`config.mk`:
```
export PLATFORM = sky130hd
export DESIGN_NAME = approx_sub8u_pipe
export DESIGN_NICKNAME = d
export VERILOG_FILES = /design/src/rtl/approx_sub_pkg.sv /design/src/rtl/approx_sub8u_core.sv /design/src/rtl/approx_sub8u_pipe.sv
export SDC_FILE = /design/constraint.sdc
export NUM_CORES = 1
export LEC_CHECK = 0
export BUFFER_PORTS_ARGS = -buffer_cell sky130_fd_sc_hd__clkbuf_2
export CAP_MARGIN = 20
export CELL_PAD_IN_SITES_DETAIL_PLACEMENT = 1
export CELL_PAD_IN_SITES_GLOBAL_PLACEMENT = 1
export CORE_MARGIN = 2
export CORE_UTILIZATION = 30
export DETAILED_ROUTE_END_ITERATION = 10
export PLACE_DENSITY_LB_ADDON = 0.1
export RECOVER_POWER = 50
export SYNTH_ARGS = -nofsm -noshare
export SYNTH_HDL_FRONTEND = slang
export SYNTH_HIERARCHICAL = 1
export SYNTH_SLANG_ARGS = --single-unit
export TNS_END_PERCENT = 30
```
`constraint.sdc`:
```
create_clock -name clk -period 3.4 [get_ports clk]
set_input_delay 0.51 -clock clk [delete_from_list [all_inputs] [get_ports clk]]
set_output_delay 0.51 -clock clk [all_outputs]
set_load 0.05 [all_outputs]
```
`src/rtl/approx_sub_pkg.sv`:
```
// Shared widths and arithmetic helpers for the approximate 8-bit subtractor family.
package approx_sub_pkg;

  localparam int unsigned DATA_W = 8;
  localparam int unsigned RES_W  = 9;

  // Low k bits are borrow-free XOR; upper bits subtract exactly with no borrow-in from bit k.
  function automatic logic [RES_W-1:0] approx_sub(input logic [DATA_W-1:0] a,
                                                  input logic [DATA_W-1:0] b,
                                                  input int unsigned       k);
    logic [RES_W-1:0]  mask;
    logic [DATA_W-1:0] hi_a;
    logic [DATA_W-1:0] hi_b;
    logic [RES_W-1:0]  diff;
    mask = (RES_W'(1) << k) - RES_W'(1);
    hi_a = a & ~mask[DATA_W-1:0];
    hi_b = b & ~mask[DATA_W-1:0];
    diff = {1'b0, hi_a} - {1'b0, hi_b};
    return (diff & ~mask) | ({1'b0, a ^ b} & mask);
  endfunction

  function automatic logic [RES_W-1:0] abs_err(input logic [RES_W-1:0] exact,
                                               input logic [RES_W-1:0] approx);
    logic signed [RES_W:0] d;
    d = $signed({exact[RES_W-1], exact}) - $signed({approx[RES_W-1], approx});
    if (d < 0) d = -d;
    return d[RES_W-1:0];
  endfunction

endpackage

```
`src/rtl/approx_sub8u_core.sv`:
```
// Combinational approximate unsigned 8-bit subtractor; APPROX_BITS low bits borrow-free.
module approx_sub8u_core
  import approx_sub_pkg::*;
#(
  parameter int unsigned APPROX_BITS = 4
) (
  input  logic [DATA_W-1:0] a,
  input  logic [DATA_W-1:0] b,
  output logic [RES_W-1:0]  diff_c
);

  assign diff_c = approx_sub(a, b, APPROX_BITS);

endmodule

```
`src/rtl/approx_sub8u_pipe.sv`:
```
// 2-stage valid/ready pipelined approximate subtractor.
// Optional error monitor enabled by defining APPROX_SUB_ERRMON_EN.
module approx_sub8u_pipe
  import approx_sub_pkg::*;
#(
  parameter int unsigned APPROX_BITS = 4,
  parameter int unsigned CNT_W       = 16
) (
  input  logic              clk,
  input  logic              rst_n,
  input  logic              in_valid,
  output logic              in_ready,
  input  logic [DATA_W-1:0] A,
  input  logic [DATA_W-1:0] B,
  output logic              out_valid,
  input  logic              out_ready,
  output logic [RES_W-1:0]  O
`ifdef APPROX_SUB_ERRMON_EN
  ,
  input  logic              err_clr,
  output logic [RES_W-1:0]  err_last,
  output logic [RES_W-1:0]  err_max,
  output logic [CNT_W-1:0]  err_cnt
`endif
);

  if (APPROX_BITS > 7 || CNT_W == 0) begin : g_param_chk
    $error("approx_sub8u_pipe: APPROX_BITS must be 0..7 and CNT_W nonzero");
  end

  logic              s1_valid_q, s1_valid_d;
  logic [DATA_W-1:0] a_q, a_d, b_q, b_d;
  logic              s2_valid_q, s2_valid_d;
  logic [RES_W-1:0]  o_q, o_d;
  logic              s1_adv, s2_adv;
  logic [RES_W-1:0]  core_diff_c;

  assign s2_adv   = ~s2_valid_q | out_ready;
  assign s1_adv   = ~s1_valid_q | s2_adv;
  assign in_ready = s1_adv;

  approx_sub8u_core #(.APPROX_BITS(APPROX_BITS)) u_core (
    .a      (a_q),
    .b      (b_q),
    .diff_c (core_diff_c)
  );

  always_comb begin
    s1_valid_d = s1_valid_q;
    a_d        = a_q;
    b_d        = b_q;
    s2_valid_d = s2_valid_q;
    o_d        = o_q;
    if (s1_adv) begin
      s1_valid_d = in_valid;
      if (in_valid) begin
        a_d = A;
        b_d = B;
      end
    end
    if (s2_adv) begin
      s2_valid_d = s1_valid_q;
      if (s1_valid_q) o_d = core_diff_c;
    end
  end

  always_ff @(posedge clk or negedge rst_n) begin
    if (!rst_n) begin
      s1_valid_q <= 1'b0;
      a_q        <= '0;
      b_q        <= '0;
      s2_valid_q <= 1'b0;
      o_q        <= '0;
    end else begin
      s1_valid_q <= s1_valid_d;
      a_q        <= a_d;
      b_q        <= b_d;
      s2_valid_q <= s2_valid_d;
      o_q        <= o_d;
    end
  end

  assign out_valid = s2_valid_q;
  assign O         = o_q;

`ifdef APPROX_SUB_ERRMON_EN
  logic [RES_W-1:0] exact_q, exact_d;
  logic [RES_W-1:0] err_last_q, err_last_d, err_max_q, err_max_d;
  logic [CNT_W-1:0] err_cnt_q, err_cnt_d;
  logic [RES_W-1:0] err_now_c;

  // Exact difference travels alongside the approximate result in stage 2.
  always_comb begin
    exact_d    = exact_q;
    err_last_d = err_last_q;
    err_max_d  = err_max_q;
    err_cnt_d  = err_cnt_q;
    err_now_c  = abs_err(exact_q, o_q);
    if (s2_adv && s1_valid_q) exact_d = {1'b0, a_q} - {1'b0, b_q};
    if (err_clr) begin
      err_last_d = '0;
      err_max_d  = '0;
      err_cnt_d  = '0;
    end else if (s2_valid_q && out_ready) begin
      err_last_d = err_now_c;
      if (err_now_c > err_max_q) err_max_d = err_now_c;
      if (err_now_c != '0 && err_cnt_q != '1) err_cnt_d = err_cnt_q + CNT_W'(1);
    end
  end

  always_ff @(posedge clk or negedge rst_n) begin
    if (!rst_n) begin
      exact_q    <= '0;
      err_last_q <= '0;
      err_max_q  <= '0;
      err_cnt_q  <= '0;
    end else begin
      exact_q    <= exact_d;
      err_last_q <= err_last_d;
      err_max_q  <= err_max_d;
      err_cnt_q  <= err_cnt_d;
    end
  end

  assign err_last = err_last_q;
  assign err_max  = err_max_q;
  assign err_cnt  = err_cnt_q;
`endif

endmodule

```
## Yosys cells after proc, flatten, opt, wreduce, memory -nomap -nowiden

Cells that the tools add are included.

- Bitwise operators: 6
- $add $sub $neg: 1
- Reductions and logical operators: 2

Operators with widths:

| operator | count |
|---|---|
| $or 9x4->9 | 1 |
| $sub 8x8->9 | 1 |
| $reduce_and 2->1 | 2 |
| $xor 4x4->4 | 1 |
| $not 1->1 | 2 |
| $or 1x1->1 | 2 |

- Register bits after elaboration: 27

## Depth between registers and ports, before layout

- Depth in word-level cells: 4
- Depth in mapped cells: 7
- Mapped depth without buffers: 7

## By module

The synthesis kept the hierarchy.

Modules (own cells, without submodules):

| module | area an instance (sq um) | cells each | instances |
|---|---|---|---|
| approx_sub8u_pipe | 1072.3 | 59 | 1 |
| approx_sub8u_core | 172.7 | 21 | 1 |

## Least setup slack after synthesis

OpenSTA, ideal clock, no wires.

- Path kind: register to register
- From: register s2_valid_q, in the netlist out_valid
- To: register a_q[0]
- Setup time: 0.125 ns
- Data arrival time: 1.597 ns
- Path buffers: 1
- Clock period less this slack: 1.722 ns
- Path slack: 1.678 ns
- Cell stages (with the launch flop): 5
- Cells stage by stage: dfrtp_1 > nand3b_4 > nand2_4 > buf_12 > mux2_4

- Longest elaborated chain between the ends: 4

Ends and longest elaborated chain:

| element | line | text |
|---|---|---|
| start, declared | approx_sub8u_pipe.sv:33 | `logic s2_valid_q, s2_valid_d;` |
| start signal, assigned | approx_sub8u_pipe.sv:78 | `s2_valid_q <= s2_valid_d;` |
| $not 1->1 | approx_sub8u_pipe.sv:38 | `assign s2_adv = ~s2_valid_q \| out_ready;` |
| $or 1x1->1 | approx_sub8u_pipe.sv:38 |  |
| $or 1x1->1 | approx_sub8u_pipe.sv:39 | `assign s1_adv = ~s1_valid_q \| s2_adv;` |
| net in_ready | approx_sub8u_pipe.sv:12 | `output logic in_ready,` |
| $reduce_and 2->1 (no line) | - |  |
| end signal, assigned | approx_sub8u_pipe.sv:70 | `a_q <= '0;` |
| end signal, assigned | approx_sub8u_pipe.sv:76 | `a_q <= a_d;` |
| end, declared | approx_sub8u_pipe.sv:32 | `logic [DATA_W-1:0] a_q, a_d, b_q, b_d;` |

The timed path passes the listed nets, and every way through them passes these cells.
A chain may end at the register's enable or synchronous reset.

## Worst setup path after layout

- From: register s1_valid_q
- To: register a_q[7]

- Longest elaborated chain between the ends: 3

Ends and longest elaborated chain:

| element | line | text |
|---|---|---|
| start, declared | approx_sub8u_pipe.sv:31 | `logic s1_valid_q, s1_valid_d;` |
| start signal, assigned | approx_sub8u_pipe.sv:75 | `s1_valid_q <= s1_valid_d;` |
| $not 1->1 | approx_sub8u_pipe.sv:39 |  |
| $or 1x1->1 | approx_sub8u_pipe.sv:39 |  |
| $reduce_and 2->1 (no line) | - |  |

No other way between the ends.

==> impl_metrics.yaml <==
floorplan:
  die_area_mm2: 0.00468
  start_util_pct: 31.1
  num_rows: 23
  die_h_um: 68.4
  die_x_um: 68.4
  io_pins: 31
  coreArea_mm2: 0.00400
sta:
  fmax_mhz: 591
  maxSlewViolCount: 0
  rsz0062_at_grt: "no"
  tightest_slew_ns: 1.45
  relSlewSlack_pct: 3.12
  final-setup-viol-count: 0
  finalHoldViolCount: 0
  min_period_ns: 1.69
  finalCritPeriodShare_pct: 49.7
  fin_worst_skew_ns: 0.00416
  finalSetupTns_ns: 0
hold_path:
  min_path_cells: 2
  hp-class: "primary input to register"
  hp-start: "in_valid"
  hold_end: "s1_valid_q$_DFFE_PN0P_"
cts:
  hold_buffers: 0
  cts_root_buf: "clkbuf_8"
  cts.sinks: 27
  clock_latency_ns: 0.27
  htree_num_levels: 1
  cts_setup_buffers: 0
  clk_pin_slew_worst_paths_ns: 0.09
  cts-resized-gates: 0
  cts_buffers: 3
  ctsLongestPathBuffers: 2
  tritoncts: "done"
synth:
  synthMostInstantiatedCell: "dfrtp_1"
  yosysWarnings: 6
  syn-mean-instance-area_um2: 15.6
  ys_seq_area_share_pct: 54.3
  ys_ff_latch: 27
  synthTopCellsByArea: "dfrtp_1 54%, mux2_2 14%, mux2_4 12%, ha_1 4.0%, xor2_1 3.5%"
  synth_flop_cell: "dfrtp_1"
  synth_area_mm2: 0.00124
  syn_inst: 80
  yosysUniqueCellTypes: 18
  synth_common_cells: "27 x dfrtp_1, 15 x mux2_2, 10 x mux2_4, 6 x inv_1, 5 x xor2_1"
  syn-num-nets: 105
  async_flop_share_pct: 100
  netlist.area_leader.share_pct: 54.3
  synth_area_leader_cell: "dfrtp_1"
  synth_enable_flop_cells: 0
finish:
  fin_nets: 139
  stdcell_area_mm2: 0.00146
  drive_above_1_share_pct: 51.3
  multi_input_area_um2: 499
  fillers: 424
  final_cell_count_no_fill: 163
  area_delta_synth_final_pct: 17.1
  seq_area_um2: 676
  diodes: 0
placement:
  dpl.hpwl_mm: 1.63
  port_buffers: 30
  placed_area_mm2: 0.00144
  place_congestion: 0.718
  post-place-cells: 159
route:
  vias_per_cell: 4.45
  drtPass1Iterations: 2
  wl_mm: 2.16
  drc: 0
  vias: 726
  drt_iter0_markers: 19
  drtAntennaViolNets: 0
  wire_per_inst_um: 13.3
grt:
  grt_max_degree: 28
  grt_overflow_total: 0
  grt_pass1_wl_mm: 3.61
  antenna_found_initial: 0
  grt_pass1_vias: 779
  gr-usage-all-layers_pct: 10.8
worst_setup_path:
  r2r_end: "a_q[7]$_DFFE_PN0P_"
  endpoint_kind: "register"
  crit_arrival_ns: 1.85
  critical_path_class: "register to register"
  rr_worst_depth: 3
  cp.required_ns: 3.56
  start_kind: "register"
  timing.rr.start: "s1_valid_q$_DFFE_PN0P_"
  crit_fanout: 16
  reg2reg_slack_ns: 1.71
run:
  max-cap-violations: 0
status:
  status: "finished, final reports clean"
pwr:
  power_uw: 1040
  power_density_mw_per_mm2: 716
  irDropWorstVdd_mv: 0.224
  p_leak_uw: 0.000718
==> logic make-up (layout without fill, tap and decap cells) <==
| group | count (synthesis) | count (layout) | synth area share (%) |
|---|---|---|---|
| mux | 25 | 25 | 25.6 |
| fa+ha+maj | 5 | 5 | 5.63 |
| simple gates | 6 | 6 | 4.62 |
| buf+inv | 7 | 40 | 3.42 |
| flops | 27 | 27 | 54.3 |
| compound gates | 4 | 4 | 2.21 |
| xor+xnor | 6 | 6 | 4.22 |
==> metrics by stage <==
step / setup slack (ns) / util, % / hold slack [ns]
after floorplan: 1.68 / - / 0.214
after global placement: 1.82 / 35.9 / 0.489
after detailed placement: 1.79 / 35.9 / 0.493
after CTS: 1.76 / 37.2 / 0.287
after global routing: 1.56 / 36.4 / 0.443
final: 1.71 / 36.4 / 0.435
==> state kept, by name, summed over array words and instances (netlist names) <==
signal / count
b_q: 8
out_valid: 1
s1_valid_q: 1
O: 9
a_q: 8
==> routing by layer <==
metal	global-route usage [%]	wire, µm
met5	0	0
met4	5.25	23
met3	1.97	89
met2	17.1	1100
met1	14.0	955
==> worst max-delay path: stages, from the launching register on <==
cell and delay (ns):
dfrtp_1 0.39, nand3b_1 0.12, nand2_1 0.66, mux2_2 0.41
==> power breakdown <==
part           internal, µW  total (µW)  switching (µW)
registers               399         442            43.2
clock network          83.1         186             103
logic                   146         416             270
total                   628        1040             416
==> final cells by class <==
cell class	instances	share of cell area (%)
Sequential cell	27	46.4
Timing Repair Buffer	30	10.2
Clock inverter	1	0.515
Clock buffer	3	2.83
Multi-Input combinational cell	46	34.2
Tap cell	50	4.29
Inverter	6	1.55
==> placed cells by master, fill, tap and decap left out <==
master      Yosys  routed
a21o_1          1       1
a21o_2          1       1
a21oi_1         1       1
a31oi_1         1       1
clkbuf_1        0       1
clkbuf_2        0      29
clkbuf_8        0       3
clkinvlp_4      0       1
dfrtp_1        27      27
fa_1            1       1
ha_1            4       4
inv_1           6       6
mux2_1          0       2
mux2_2         15      15
mux2_4         10       8
nand2_1         0       1
nand2_2         1       1
nand2b_1        2       2
nand3b_1        0       1
or2b_1          1       1
xnor2_1         1       1
xor2_1          5       5
==> worst max-delay path by stage <==
| stage | slack, ns | end | startpoint |
|---|---|---|---|
| 2_1_floorplan | 1.68 | a_q[0]$_DFFE_PN0P_ | out_valid$_DFFE_PN0P_ |
| 3_3_place_gp | 1.82 | O[8]$_DFFE_PN0P_ | a_q[4]$_DFFE_PN0P_ |
| 3_5_place_dp | 1.79 | O[8]$_DFFE_PN0P_ | a_q[4]$_DFFE_PN0P_ |
| 4_1_cts | 1.76 | O[8]$_DFFE_PN0P_ | a_q[4]$_DFFE_PN0P_ |
| 5_1_grt | 1.56 | a_q[5]$_DFFE_PN0P_ | s1_valid_q$_DFFE_PN0P_ |
| 6_report | 1.71 | a_q[7]$_DFFE_PN0P_ | s1_valid_q$_DFFE_PN0P_ |
Power figures use the tool's default switching activity.
